[src/rtl/quad_encoder_gen.sv]
// -----------------------------------------------------------------------------
// quad_encoder_gen
//
// Quadrature encoder signal generator with a Wishbone slave register file.
// Emits a two-phase A/B pattern at a programmable step period, up or down,
// either for a programmed number of steps or continuously. A position count
// is kept using the same rule as the motor controller's decoder (+1 when A
// rises with B=1, -1 when A rises with B=0), so both counts agree.
//
// Registers (byte offset):
//   0x00 CTRL   bit31 EN, bit30 DIR (1=up), bit0 CONT
//   0x04 PERIOD [PERIOD_WIDTH-1:0], clamped to MIN_PERIOD on write
//   0x08 STEPS  quadrature transitions remaining
//   0x0C POS    two's-complement position
//
// Ports:
//   sys_clk, sys_rst   clock, synchronous active-high reset
//   enc[1:0]           registered quadrature outputs, enc[0]=A, enc[1]=B
//   busy               high while the generator is stepping
//   wb_cyc/stb/we      Wishbone cycle, strobe, write enable
//   wb_adr[31:0]       byte address, bits [7:2] decoded
//   wb_sel[3:0]        byte lanes; writes need all four
//   wb_mosi[31:0]      write data
//   wb_miso[31:0]      registered read data
//   wb_ack, wb_err     registered terminations
// -----------------------------------------------------------------------------
module quad_encoder_gen #(
  parameter int PERIOD_WIDTH = 24,
  parameter int MIN_PERIOD   = 64
) (
  input  logic        sys_clk,
  input  logic        sys_rst,
  output logic [1:0]  enc,
  output logic        busy,
  input  logic        wb_cyc,
  input  logic        wb_stb,
  input  logic        wb_we,
  input  logic [31:0] wb_adr,
  input  logic [3:0]  wb_sel,
  input  logic [31:0] wb_mosi,
  output logic [31:0] wb_miso,
  output logic        wb_ack,
  output logic        wb_err
);

  localparam logic [PERIOD_WIDTH-1:0] MIN_P = PERIOD_WIDTH'(MIN_PERIOD);
  localparam logic [PERIOD_WIDTH-1:0] ONE_P = PERIOD_WIDTH'(1);

  // Register file and generator state
  logic                    r_en;
  logic                    r_dir;
  logic                    r_cont;
  logic [PERIOD_WIDTH-1:0] r_period;
  logic [PERIOD_WIDTH-1:0] r_div;
  logic [31:0]             r_steps;
  logic [31:0]             r_pos;
  logic [1:0]              r_enc;
  logic                    r_busy;
  logic                    r_ack;
  logic                    r_err;
  logic [31:0]             r_miso;

  // ---------------------------------------------------------------------------
  // Bus decode
  // ---------------------------------------------------------------------------
  logic        w_req;
  logic        w_bad;
  logic        w_wr_ok;
  logic [1:0]  w_reg_sel;
  logic        w_wr_ctrl;
  logic        w_wr_period;
  logic        w_wr_steps;
  logic        w_wr_pos;
  logic [31:0] w_rd_data;
  logic        w_unused;

  // A new access is only accepted once the previous termination has dropped,
  // so a held strobe never produces a second access.
  assign w_req     = wb_cyc & wb_stb & ~r_ack & ~r_err;
  assign w_reg_sel = wb_adr[3:2];
  // Only offsets 0x00..0x0F exist; partial-lane writes are rejected whole.
  assign w_bad     = (wb_adr[7:4] != 4'd0) | (wb_we & (wb_sel != 4'hF));
  assign w_wr_ok   = w_req & wb_we & ~w_bad;

  assign w_wr_ctrl   = w_wr_ok & (w_reg_sel == 2'd0);
  assign w_wr_period = w_wr_ok & (w_reg_sel == 2'd1);
  assign w_wr_steps  = w_wr_ok & (w_reg_sel == 2'd2);
  assign w_wr_pos    = w_wr_ok & (w_reg_sel == 2'd3);

  // Address bits outside [7:2] carry no meaning here.
  assign w_unused = ^{wb_adr[31:8], wb_adr[1:0]};

  always_comb begin
    w_rd_data = 32'd0;
    case (w_reg_sel)
      2'd0:    w_rd_data = {r_en, r_dir, 29'd0, r_cont};
      2'd1:    w_rd_data = 32'(r_period);
      2'd2:    w_rd_data = r_steps;
      default: w_rd_data = r_pos;
    endcase
  end

  // ---------------------------------------------------------------------------
  // Step generation
  // ---------------------------------------------------------------------------
  logic                    w_run;
  logic                    w_tc;
  logic                    w_step;
  logic [1:0]              w_enc_adv;
  logic                    w_pos_inc;
  logic                    w_pos_dec;
  logic                    w_en_next;
  logic                    w_cont_next;
  logic [PERIOD_WIDTH-1:0] w_period_wr;
  logic [PERIOD_WIDTH-1:0] w_period_next;
  logic [31:0]             w_steps_next;
  logic [31:0]             w_pos_next;
  logic                    w_run_next;
  logic [PERIOD_WIDTH-1:0] w_div_next;

  assign w_run  = r_en & (r_cont | (r_steps != 32'd0));
  assign w_tc   = (r_div == (r_period - ONE_P));
  assign w_step = w_run & w_tc;

  // Next phase on {B,A}. Direction is looked up from the current phase each
  // step, so a DIR change simply walks back the way it came.
  always_comb begin
    w_enc_adv = r_enc;
    if (r_dir) begin
      case (r_enc)
        2'b00:   w_enc_adv = 2'b10;
        2'b10:   w_enc_adv = 2'b11;
        2'b11:   w_enc_adv = 2'b01;
        default: w_enc_adv = 2'b00;
      endcase
    end else begin
      case (r_enc)
        2'b00:   w_enc_adv = 2'b01;
        2'b01:   w_enc_adv = 2'b11;
        2'b11:   w_enc_adv = 2'b10;
        default: w_enc_adv = 2'b00;
      endcase
    end
  end

  // A rises only on 10->11 (up, B=1) and 00->01 (down, B=0).
  assign w_pos_inc = r_dir & (r_enc == 2'b10);
  assign w_pos_dec = ~r_dir & (r_enc == 2'b00);

  assign w_en_next   = w_wr_ctrl ? wb_mosi[31] : r_en;
  assign w_cont_next = w_wr_ctrl ? wb_mosi[0] : r_cont;

  assign w_period_wr   = (wb_mosi[PERIOD_WIDTH-1:0] < MIN_P) ? MIN_P
                                                              : wb_mosi[PERIOD_WIDTH-1:0];
  assign w_period_next = w_wr_period ? w_period_wr : r_period;

  // A bus write wins over the step's own update of the same register.
  always_comb begin
    w_steps_next = r_steps;
    if (w_wr_steps) begin
      w_steps_next = wb_mosi;
    end else if (w_step & ~r_cont) begin
      w_steps_next = r_steps - 32'd1;
    end
  end

  always_comb begin
    w_pos_next = r_pos;
    if (w_wr_pos) begin
      w_pos_next = wb_mosi;
    end else if (w_step & w_pos_inc) begin
      w_pos_next = r_pos + 32'd1;
    end else if (w_step & w_pos_dec) begin
      w_pos_next = r_pos - 32'd1;
    end
  end

  assign w_run_next = w_en_next & (w_cont_next | (w_steps_next != 32'd0));

  // The divider only counts while the generator was running and stays
  // running; an edge that starts a run, ends a run, completes a step or
  // rewrites PERIOD leaves it at 0, so the next step is a full PERIOD away.
  assign w_div_next = (w_run & w_run_next & ~w_wr_period & ~w_tc) ? (r_div + ONE_P)
                                                                   : '0;

  // ---------------------------------------------------------------------------
  // State update
  // ---------------------------------------------------------------------------
  always_ff @(posedge sys_clk) begin
    if (sys_rst) begin
      r_en     <= 1'b0;
      r_dir    <= 1'b0;
      r_cont   <= 1'b0;
      r_period <= MIN_P;
      r_div    <= '0;
      r_steps  <= 32'd0;
      r_pos    <= 32'd0;
      r_enc    <= 2'b00;
      r_busy   <= 1'b0;
      r_ack    <= 1'b0;
      r_err    <= 1'b0;
      r_miso   <= 32'd0;
    end else begin
      r_en     <= w_en_next;
      r_cont   <= w_cont_next;
      if (w_wr_ctrl) begin
        r_dir <= wb_mosi[30];
      end
      r_period <= w_period_next;
      r_steps  <= w_steps_next;
      r_pos    <= w_pos_next;
      r_div    <= w_div_next;
      r_busy   <= w_run_next;
      if (w_step) begin
        r_enc <= w_enc_adv;
      end

      // Termination holds while the master keeps cyc&stb high.
      if (w_req) begin
        r_ack  <= ~w_bad;
        r_err  <= w_bad;
        r_miso <= w_bad ? 32'd0 : w_rd_data;
      end else if (~(wb_cyc & wb_stb)) begin
        r_ack <= 1'b0;
        r_err <= 1'b0;
      end
    end
  end

  assign enc     = r_enc;
  assign busy    = r_busy;
  assign wb_ack  = r_ack;
  assign wb_err  = r_err;
  assign wb_miso = r_miso;

endmodule

[config.mk]
export PLATFORM = sky130hd
export DESIGN_NAME = quad_encoder_gen
export DESIGN_NICKNAME = d
export VERILOG_FILES = /design/src/rtl/quad_encoder_gen.sv
export SDC_FILE = /design/constraint.sdc
export NUM_CORES = 1
export LEC_CHECK = 0
export CORE_ASPECT_RATIO = 2
export CORE_UTILIZATION = 53
export CTS_CLUSTER_DIAMETER = 30
export DETAILED_ROUTE_END_ITERATION = 7
export GPL_ROUTABILITY_DRIVEN = 0
export PLACE_DENSITY = 0.75
export SKIP_LAST_GASP = 1
export SLEW_MARGIN = 0
export SYNTH_ARGS = -nofsm -noshare
export SYNTH_HDL_FRONTEND = slang
export SYNTH_SLANG_ARGS = --single-unit
[constraint.sdc]
create_clock -name sys_clk -period 8.3 [get_ports sys_clk]
set_input_delay 1.66 -clock sys_clk [delete_from_list [all_inputs] [get_ports sys_clk]]
set_output_delay 1.66 -clock sys_clk [all_outputs]
set_load 0.05 [all_outputs]
==> results.ini <==
[sta]
rsz0062_at_grt=false
finalSetupTns_ns=0
slew-limit-headroom=0.229
finalSetupViolations=0
finalClockSkew_ns=0.0104
min_period_ns=7.12
finalHoldViolCount=0
drv_slew=0
worst_slew_pin_slew_ns=1.15
fin_crit_sh=0.858
fin_hold_ws_ns=0.452
fmax_mhz=140

[logic_synthesis]
yosysWarnings=0
async_flop_share=0
synthTopCellsByArea=dfxtp_1, nor2_1, nor3_1
netlist_area_sq_um=10600
seq_area_frac_synth=0.286
synth_edf_count=0
synth_top_cell_by_area=dfxtp_1
synth.avg_cell_area_sq_um=7.65
synth_cells=1390
synth_top_area_frac=0.286
synth_cell_types=80
ys_seq_elements=152
ys.flop_type=dfxtp_1
synth_fp_nets=1497

[global_routing]
grt_usage=0.343
top_usage_layer=met2
grt_pass1_wl_um=54600
met2_usage=0.582
grt_max_degree=65
use_met3=0.0508
met1_usage=0.375
grt_pass1_vias=10500
antenna_found_initial=0
overflow=0

[place]
hpwl_um=26000
place_area_sq_um=11600
io_buffers=83

[final_layout]
final_common_cell=nor2_1
areaGrowthSynthToFinish_pct=14.4
nNetsFinal=1522
fillers=1774
drive_gt1_frac=0.0819
final_cell_mix=nor2_1, dfxtp_1, nand2_1
fin_area_sq_um=12200
multi_input_area_sq_um=7140
antenna_cells=0
regArea_sq_um=3040

[route]
ant_nets=0
routed_via_density=6.51
post-route-drc-count=0
detail_route.wl_per_cell_um=20.5
drt_iter0_markers=986
dr.pass1.iters=7
num_vias=11000
drt-total-wl_um=34600

[pwr]
power.total_w=0.00161
p_leak_nw=4.57
netSwitchingFraction=0.230
pwr-share-seq=0.453
power_density_nw_per_um2=132
internal-power_w=0.00124
clock_power_share=0.493
p_switching_w=0.000371
combPwrFrac=0.053
ir_drop_v=0.000125

[floorplan]
num_rows=72
start_util=0.546
die_area_sq_um=20700
io_pins=110
core-area_sq_um=19500
die_width_um=102
die_h_um=202

[clock_network]
cts_resized=0
clk_latency_ns=0.43
cts_buffers=17
cts_tree=built
cts_buffer_depth=2
clockRootBuffer=clkbuf_16
clock-sinks=152
post_cts_buffers=0
htree_levels=4
hold_buffers=0
clk_pin_slew_ns=0.06

[outcome]
status=finished clean

[setup_path]
cp-end-kind=flip-flop
worstPathArrival_ns=7.44
worstPathRequired_ns=8.62
crit_type=flip-flop to flip-flop
worstSetupStartpointType=flip-flop
rr_worst_depth=23
critPathMaxFanout=8

[min_path]
hp-class=flip-flop to flip-flop
whs_path_depth=2

[flow_run]
maxCapViolations=0

==> cells in the mapped netlist, drive strengths merged (4+ instances only) <==
cell type  number
clkbuf         81
xor2           40
a211oi         42
nor2          162
o211a           8
a41oi           4
mux2           24
and2            7
inv            20
or4            14
mux2i          17
nor3b           6
and4b           4
a21o           16
o311ai          6
ha             33
a22oi          24
or3            19
o211ai          9
a31oi           6
o31ai          12
xnor2          51
nor2b          11
nand4          33
or2             8
nand3b          4
o21a            5
a21oi         104
nor4b           7
nor3          126
dfxtp         152
nand2b         14
nor4           31
nand2         125
a311o           4
and3           17
o21ai          36
a311oi          7
buf            17
nand3          42
==> cell type report <==
type / instances / area share
Clock inverter: 12 / 0.0123
Multi-Input combinational cell: 1119 / 0.587
Inverter: 21 / 0.00648
Tap cell: 259 / 0.0266
Timing Repair Buffer: 104 / 0.0807
Clock buffer: 20 / 0.0367
Sequential cell: 152 / 0.250
==> cells by family after synthesis <==
group,synth area share
AOI/OAI and AO/OA,0.197
xor gates and xnor gates,0.0750
adders and majority gates,0.0407
buffers and inverters,0.0460
DFF,0.286
muxes,0.0436
and+or+nand+nor,0.312
==> power groups by stage <==
stage	logic (W)	registers, W	clock network [W]
after detailed placement	0.0000833	0.000747	0
after CTS	0.0000835	0.000731	0.000802
final	0.0000859	0.000731	0.000795
after global routing	0.0000893	0.000730	0.000827
after floorplan	0.0000345	0.000747	0
after global placement	0.0000832	0.000747	0
==> per-stage QoR <==
step,setup WS (ns),utilization,cells
final,1.18,0.625,1687
after global routing,0.899,0.625,1687
after CTS,1.29,0.625,1687
after detailed placement,1.33,0.594,1655
after global placement,1.41,0.594,1655
after floorplan,2.37,-,1390
==> registers in the layout, summed over array words and instances, names as in the netlist <==
signal / flops
busy: 1
enc: 2
r_cont: 1
r_dir: 1
r_div: 24
r_en: 1
r_period: 24
r_pos: 32
r_steps: 32
wb_ack: 1
wb_err: 1
wb_miso: 32
==> critical path, stage by stage, from the launching register on <==
cell,delay [ns]
dfxtp_1,0.40
nor3_1,0.76
nand2_1,0.36
and3_1,0.31
nor2_1,0.11
nand3b_1,0.08
or4_1,0.55
nor4_1,0.33
nand2_1,0.19
or3_1,0.54
ha_1,0.35
a211oi_1,0.25
nor2_1,0.10
o31ai_1,0.53
o2111a_1,0.32
nor3_1,0.09
o31ai_1,0.35
o21ai_0,0.14
buf_4,0.17
a2111oi_0,0.43
nor2_1,0.12
mux2_2,0.29
nor3_1,0.14
nor3b_1,0.07
==> path summary, 6_finish.rpt <==
check / from / to / slack, ns
setup / recovery: r_period[4] / r_pos[31] / 1.18
hold / removal: wb_miso[30] / wb_miso[30] / 0.45
hold reg to reg: wb_miso[30] / wb_miso[30] / 0.45
setup reg to reg: r_period[4] / r_pos[31] / 1.18
==> metal layers <==
layer | part of all wire | vias to the layer above
li1 | - | 5155
met1 | 0.36 | 5132
met2 | 0.50 | 516
met3 | 0.064 | 187
met4 | 0.081 | 0
met5 | 0 | -
(Power assumes the default switching activity.)
